## config.mk

```make
export PLATFORM = sky130hd
export DESIGN_NAME = reg_file_mp
export DESIGN_NICKNAME = d
export VERILOG_FILES = /design/src/rtl/rf_pkg.sv /design/src/rtl/rf_wr_arbiter.sv /design/src/rtl/reg_file_mp.sv
export SDC_FILE = /design/constraint.sdc
export NUM_CORES = 1
export LEC_CHECK = 0
export ABC_CLOCK_PERIOD_IN_PS = 7350
export CELL_PAD_IN_SITES_DETAIL_PLACEMENT = 2
export CELL_PAD_IN_SITES_GLOBAL_PLACEMENT = 2
export CORE_MARGIN = 4
export CORE_UTILIZATION = 46
export CTS_BUF_LIST = sky130_fd_sc_hd__clkbuf_4 sky130_fd_sc_hd__clkbuf_8
export CTS_CLUSTER_DIAMETER = 120
export DETAILED_ROUTE_END_ITERATION = 8
export GPL_TIMING_DRIVEN = 0
export PLACE_DENSITY = 0.95
export SETUP_SLACK_MARGIN = 0.5
export SLEW_MARGIN = 20
export SYNTH_ARGS = -nofsm -noshare
export SYNTH_HDL_FRONTEND = slang
export SYNTH_SLANG_ARGS = --single-unit
```

## constraint.sdc

```tcl
create_clock -name i_clk -period 7.35 [get_ports i_clk]
set_input_delay 1.47 -clock i_clk [delete_from_list [all_inputs] [get_ports i_clk]]
set_output_delay 1.47 -clock i_clk [all_outputs]
set_load 0.02 [all_outputs]
```

## src/rtl/rf_pkg.sv

```systemverilog
// Shared definitions for the multi-port register file.
// Holds the default parameter values and the clear-sequencer state encoding
// so the top level and any future users agree on them.
package rf_pkg;

    localparam int DEF_WORD_LEN      = 16;
    localparam int DEF_REG_ADDR_LEN  = 3;
    localparam int DEF_REG_FILE_SIZE = 8;
    localparam int DEF_RD_PORTS      = 2;
    localparam int DEF_WR_PORTS      = 2;
    localparam int DEF_BYPASS        = 1;

    // Clear sequencer: IDLE serves normal traffic, CLEAR walks the array.
    typedef enum logic {
        CLR_IDLE  = 1'b0,
        CLR_CLEAR = 1'b1
    } clr_state_t;

endpackage

```

## src/rtl/rf_wr_arbiter.sv

```systemverilog
// Write-port arbiter for the register file.
// Decides which write ports actually land this cycle and flags a
// same-address collision between ports.
//   wr_en    : per-port write enable
//   wr_addr  : packed write addresses, port k at slice k
//   wr_valid : per-port "this write commits" (r0 writes and losers removed)
//   conflict : two or more enabled ports target the same non-zero address
module rf_wr_arbiter #(
    parameter int p_REG_ADDR_LEN = 3,
    parameter int p_WR_PORTS     = 2
) (
    input  logic [p_WR_PORTS-1:0]                wr_en,
    input  logic [p_WR_PORTS*p_REG_ADDR_LEN-1:0] wr_addr,
    output logic [p_WR_PORTS-1:0]                wr_valid,
    output logic                                 conflict
);

    // A port survives unless a higher-index port hits the same address,
    // which leaves at most one valid writer per register.
    always_comb begin
        wr_valid = '0;
        conflict = 1'b0;
        for (int k = 0; k < p_WR_PORTS; k++) begin
            wr_valid[k] = wr_en[k] &&
                          (wr_addr[k*p_REG_ADDR_LEN +: p_REG_ADDR_LEN] != '0);
            for (int j = k + 1; j < p_WR_PORTS; j++) begin
                if (wr_valid[k] && wr_en[j] &&
                    (wr_addr[j*p_REG_ADDR_LEN +: p_REG_ADDR_LEN] ==
                     wr_addr[k*p_REG_ADDR_LEN +: p_REG_ADDR_LEN])) begin
                    wr_valid[k] = 1'b0;
                    conflict    = 1'b1;
                end
            end
        end
    end

endmodule

```

## src/rtl/reg_file_mp.sv

```systemverilog
// Multi-port register file with hardwired-zero r0, optional write-to-read
// forwarding and a sequenced clear engine.
//   i_clk / i_rst  : clock, async active-high reset (starts a clear)
//   i_rd_addr      : packed read addresses -> o_rd_data (combinational)
//   i_wr_en/addr/data : packed write ports, higher index wins on collision
//   i_clr          : request a clear of r1..r(N-1)
//   o_busy         : clear in progress, writes ignored and reads return 0
//   o_wr_conflict  : one-cycle pulse after a same-address multi-port write
module reg_file_mp
    import rf_pkg::*;
#(
    parameter int p_WORD_LEN      = DEF_WORD_LEN,
    parameter int p_REG_ADDR_LEN  = DEF_REG_ADDR_LEN,
    parameter int p_REG_FILE_SIZE = DEF_REG_FILE_SIZE,
    parameter int p_RD_PORTS      = DEF_RD_PORTS,
    parameter int p_WR_PORTS      = DEF_WR_PORTS,
    parameter int p_BYPASS        = DEF_BYPASS
) (
    input  logic                                 i_clk,
    input  logic                                 i_rst,
    input  logic [p_RD_PORTS*p_REG_ADDR_LEN-1:0] i_rd_addr,
    output logic [p_RD_PORTS*p_WORD_LEN-1:0]     o_rd_data,
    input  logic [p_WR_PORTS-1:0]                i_wr_en,
    input  logic [p_WR_PORTS*p_REG_ADDR_LEN-1:0] i_wr_addr,
    input  logic [p_WR_PORTS*p_WORD_LEN-1:0]     i_wr_data,
    input  logic                                 i_clr,
    output logic                                 o_busy,
    output logic                                 o_wr_conflict
);

    logic [p_WORD_LEN-1:0]     mem [p_REG_FILE_SIZE];
    clr_state_t                state, state_next;
    logic [p_REG_ADDR_LEN-1:0] ptr, ptr_next;
    logic [p_WR_PORTS-1:0]     wr_valid;
    logic                      conflict;
    logic                      busy;
    logic                      write_allowed;

    assign busy   = (state == CLR_CLEAR);
    assign o_busy = busy;

    // A clear request in IDLE beats any write issued alongside it.
    assign write_allowed = !busy && !i_clr;

    rf_wr_arbiter #(
        .p_REG_ADDR_LEN (p_REG_ADDR_LEN),
        .p_WR_PORTS     (p_WR_PORTS)
    ) u_arbiter (
        .wr_en    (i_wr_en),
        .wr_addr  (i_wr_addr),
        .wr_valid (wr_valid),
        .conflict (conflict)
    );

    always_ff @(posedge i_clk or posedge i_rst) begin
        if (i_rst) begin
            state         <= CLR_CLEAR;
            ptr           <= p_REG_ADDR_LEN'(1);
            o_wr_conflict <= 1'b0;
        end else begin
            state         <= state_next;
            ptr           <= ptr_next;
            o_wr_conflict <= conflict && write_allowed;
        end
    end

    // r0 is never stored, so the walk starts at 1 and stops at the top.
    always_comb begin
        state_next = state;
        ptr_next   = ptr;
        case (state)
            CLR_IDLE: begin
                if (i_clr) begin
                    state_next = CLR_CLEAR;
                    ptr_next   = p_REG_ADDR_LEN'(1);
                end
            end
            CLR_CLEAR: begin
                ptr_next = ptr + p_REG_ADDR_LEN'(1);
                if (ptr == p_REG_ADDR_LEN'(p_REG_FILE_SIZE - 1))
                    state_next = CLR_IDLE;
            end
            default: begin
                state_next = CLR_CLEAR;
                ptr_next   = p_REG_ADDR_LEN'(1);
            end
        endcase
    end

    // Storage has no reset; the clear engine zeroes it one entry per cycle.
    always_ff @(posedge i_clk) begin
        if (busy) begin
            mem[ptr] <= '0;
        end else if (write_allowed) begin
            for (int k = 0; k < p_WR_PORTS; k++) begin
                if (wr_valid[k])
                    mem[i_wr_addr[k*p_REG_ADDR_LEN +: p_REG_ADDR_LEN]] <=
                        i_wr_data[k*p_WORD_LEN +: p_WORD_LEN];
            end
        end
    end

    for (genvar r = 0; r < p_RD_PORTS; r++) begin : g_rd
        logic [p_REG_ADDR_LEN-1:0] addr;
        logic [p_WORD_LEN-1:0]     fwd_data;
        logic                      fwd_hit;
        logic [p_WORD_LEN-1:0]     rd_data;

        assign addr = i_rd_addr[r*p_REG_ADDR_LEN +: p_REG_ADDR_LEN];

        // wr_valid already excludes r0 and losing ports, so any hit is the winner.
        always_comb begin
            fwd_hit  = 1'b0;
            fwd_data = '0;
            if (p_BYPASS != 0) begin
                for (int k = 0; k < p_WR_PORTS; k++) begin
                    if (wr_valid[k] &&
                        (i_wr_addr[k*p_REG_ADDR_LEN +: p_REG_ADDR_LEN] == addr)) begin
                        fwd_hit  = 1'b1;
                        fwd_data = i_wr_data[k*p_WORD_LEN +: p_WORD_LEN];
                    end
                end
            end
        end

        always_comb begin
            if (busy || (addr == '0))
                rd_data = '0;
            else if (fwd_hit)
                rd_data = fwd_data;
            else
                rd_data = mem[addr];
        end

        assign o_rd_data[r*p_WORD_LEN +: p_WORD_LEN] = rd_data;
    end

endmodule
```

==> results of run 1 <==
through the flow:
stage	total power, uW	hold slack (ns)
after floorplan	1697	0.5559
after global placement	2014	0.5800
after global routing	2958	0.6893
after detailed placement	2237	0.6544
after CTS	2854	0.6719
final	2894	0.6798
report_power, final:
part	total, uW	switching (uW)	internal (uW)
Clock	612	344	268
Combinational	1090	658	432
Sequential	1190	125	1070
Total	2890	1130	1770
cells in the mapped netlist (all sizes together), types with 3 or more instances:
cell type  number
a41oi           3
nand3          17
clkbuf         19
nor2b           3
mux2           76
o221ai          3
a21oi           4
mux4           62
o211ai          3
nor2            5
o21ai          64
buf            51
nand4           5
inv            36
dfrtp           3
edfxtp        128
xnor2           9
xor2            6
a221oi         31
mux2i          36
nand2b          6
nor3            6
nand2          42
path summary, 6_finish.rpt:
path | startpoint | end | slack, ns | depth (start not counted)
setup / recovery | i_rd_addr[5] | o_rd_data[21] | 0.72 | 8
setup reg to reg | o_busy$_DFF_PP1_ | mem[1][6]$_DFFE_PP_ | 4.15 | 6
max in group asynchronous | i_rst | ptr[0]$_DFFE_PP1P_ | 5.89 | 2
hold reg to reg | ptr[0]$_DFFE_PP1P_ | ptr[0]$_DFFE_PP1P_ | 0.68 | 1
min in group asynchronous | i_rst | ptr[2]$_DFFE_PP0P_ | 1.19 | 2
hold / removal | ptr[0]$_DFFE_PP1P_ | ptr[0]$_DFFE_PP1P_ | 0.68 | 1
worst reg2reg max path, stage by stage (launching register included):
cell and delay [ns]:
dfstp_2 0.39, buf_2 0.21, nor2_1 0.24, clkbuf_1 0.62, nand3_1 0.52, o221ai_4 0.71
buf_16 0.24
metal layers:
layer | part of all wire [%] | routed length [um]
met5 | 0.034 | 13
met4 | 5.5 | 2076
met3 | 10 | 3816
met2 | 48 | 18320
met1 | 36 | 13830
cell families (layout without fill, tap and decap cells):
| group | after synthesis | in the layout | share of synthesized area (%) |
|---|---|---|---|
| AOI/OAI and AO/OA | 121 | 121 | 10.91 |
| and+or+nand+nor | 96 | 96 | 5.732 |
| adders and majority gates | 2 | 2 | 0.2844 |
| muxes | 174 | 174 | 29.70 |
| xor gates and xnor gates | 15 | 15 | 2.133 |
| buffers and inverters | 106 | 204 | 6.102 |
| DFF | 133 | 133 | 45.14 |
cell type report:
class,count,area (um^2)
Tap cell,234,292.8
Buffer,70,401.6
Timing Repair Buffer,67,739.5
Fill cell,1724,8466
Multi-Input combinational cell,408,4399
Clock inverter,14,128.9
Inverter,36,135.1
Clock buffer,17,234.0
Sequential cell,133,3971
flip-flops by register name, indices dropped and copies added, names as in the netlist:
name,count
mem,128
o_busy,1
o_wr_conflict,1
ptr,3
==> metrics, run 1 <==
Clock Path Buffers=2; clock slew at reported path FFs=approximately 0.070 ns; ys flop type=edfxtp_1; worst-path cell chain=clkdlybuf4s50_1, buf_2, nor3_1, nor2_1, buf_1, o21ai_0, a221oi_2, clkdlybuf4s50_1; vias per std cell=7.395; met1 GRT Util=43.77%; max_slew headroom=25.95%; clock skew=0.01710 ns; WL/cell=38.87 um; Layout Area Growth over Synthesis=17.11%; kind of critical path=input pin to output port; post-CTS setup buffer count=0; final setup margin=about 0.72 ns; most frequent cells in the layout=edfxtp_1 (128), mux2_2 (76), mux4_2 (62); Gate Count Post-Synth=around 650; num rows=50; Syn Nets=between 600 and 700; pre-CTS setup slack=0.9403 ns; M2 GR Usage=57.03%; CTS tree=done; slowest cell on the critical path=clkdlybuf4s50_1; Num CTS Buffers=17; die width=~150 um; Crit path buffers/inverters=4; Worst Tran Pin Value=1.111 ns; vias in the first global route=~7800; Max Slew Vio Count=0; Synth async-reset ratio=around 3.8%; HP Class=flip-flop to flip-flop; run status=finished clean; #FFs+latches synth=133; drt pass-1 iters=6; H-tree Lvls=4; Crit. End Element=output port; met3 usage=a little over a tenth; Critical Path Most Common Cell=clkdlybuf4s50_1; distinct cell type count after synthesis=55; Yosys top cell by area=edfxtp_1; Die Span Y=146.3 um; clock sink count=133; Initial Util=between 40% and 50%; Placed Area=between 0.009 and 0.01 mm^2; setup tns final=0 ns; pwr/cell area=280.9 mW/mm^2; share of cells above drive strength 1=37.18%; Final setup viols=0; fmax=150.8 MHz; worst skew pair latency=0.49 ns; post-CTS sizing=0; required time of the critical path=5.88 ns; largest net degree at the start of global routing=17; die area=0.02140 mm^2; P_leak=0.003767 uW; Ant. Diodes=0; Top delay family on crit path=buffers and inverters; initial antenna violation count=1; Mean Syn Cell Area=around 14 um^2; Fin. Hold Viols=0; sequential share of the synthesized area=45.14%; via count=7240; top post-synthesis cells by area=edfxtp_1 (44%), mux4_2 (16%), mux2_2 (9.7%), mux2i_1 (4.1%), a221oi_2 (3.4%); WL final=38.05 mm; crit share post-route=about 90%; clock tree root buffer cell=clkbuf_8; Initial DRC Count=779; Hold Buf Count CTS=0; post-layout util=54.89%; Tmin final=6.629 ns; Crit Path Max Fanout=10; RSZ-0062 raised after global routing=false; IO buf count=57; Data arrival, critical path=5.16 ns; Post-Layout Cell Count=979; Detail Route Antenna Nets=0; CP peak stage delay=0.68 ns; routability congestion estimate=0.9164; Core Region=about 0.019 mm^2; commonest non-fill, non-tap cell in the layout=edfxtp_1; final instance area=0.01030 mm^2; crit path launch type=input pin; fin nets=about 800; Max Cap Viol=0; top cell type's share of synthesized area=43.69%; GRT overflow=0; mapped cell area=0.008797 mm^2; # IOs=83; GRT Total Usage=35.65%; busiest grt layer=met2; Detail Placement HPWL=25.83 mm; Post-route DRC=0; first-pass GRT wire length=55.26 mm; placed instance count=948; Max IR drop VDD=approximately 0.00015 V; number of flops mapped to enable cells by yosys=128; YS warnings=0
Note: power is estimated with default switching activity, not from simulation.
==> run 2: changes to the inputs <==
--- a/config.mk
+++ b/config.mk
@@ -10,7 +10,7 @@
 export CELL_PAD_IN_SITES_GLOBAL_PLACEMENT = 2
 export CORE_MARGIN = 4
 export CORE_UTILIZATION = 46
-export CTS_BUF_LIST = sky130_fd_sc_hd__clkbuf_4 sky130_fd_sc_hd__clkbuf_8
+export CTS_BUF_LIST = sky130_fd_sc_hd__clkbuf_8
 export CTS_CLUSTER_DIAMETER = 120
 export DETAILED_ROUTE_END_ITERATION = 8
 export GPL_TIMING_DRIVEN = 0
==> results of run 2 <==
Same layout as run 1: the final DEF is identical, and so are final timing and power.
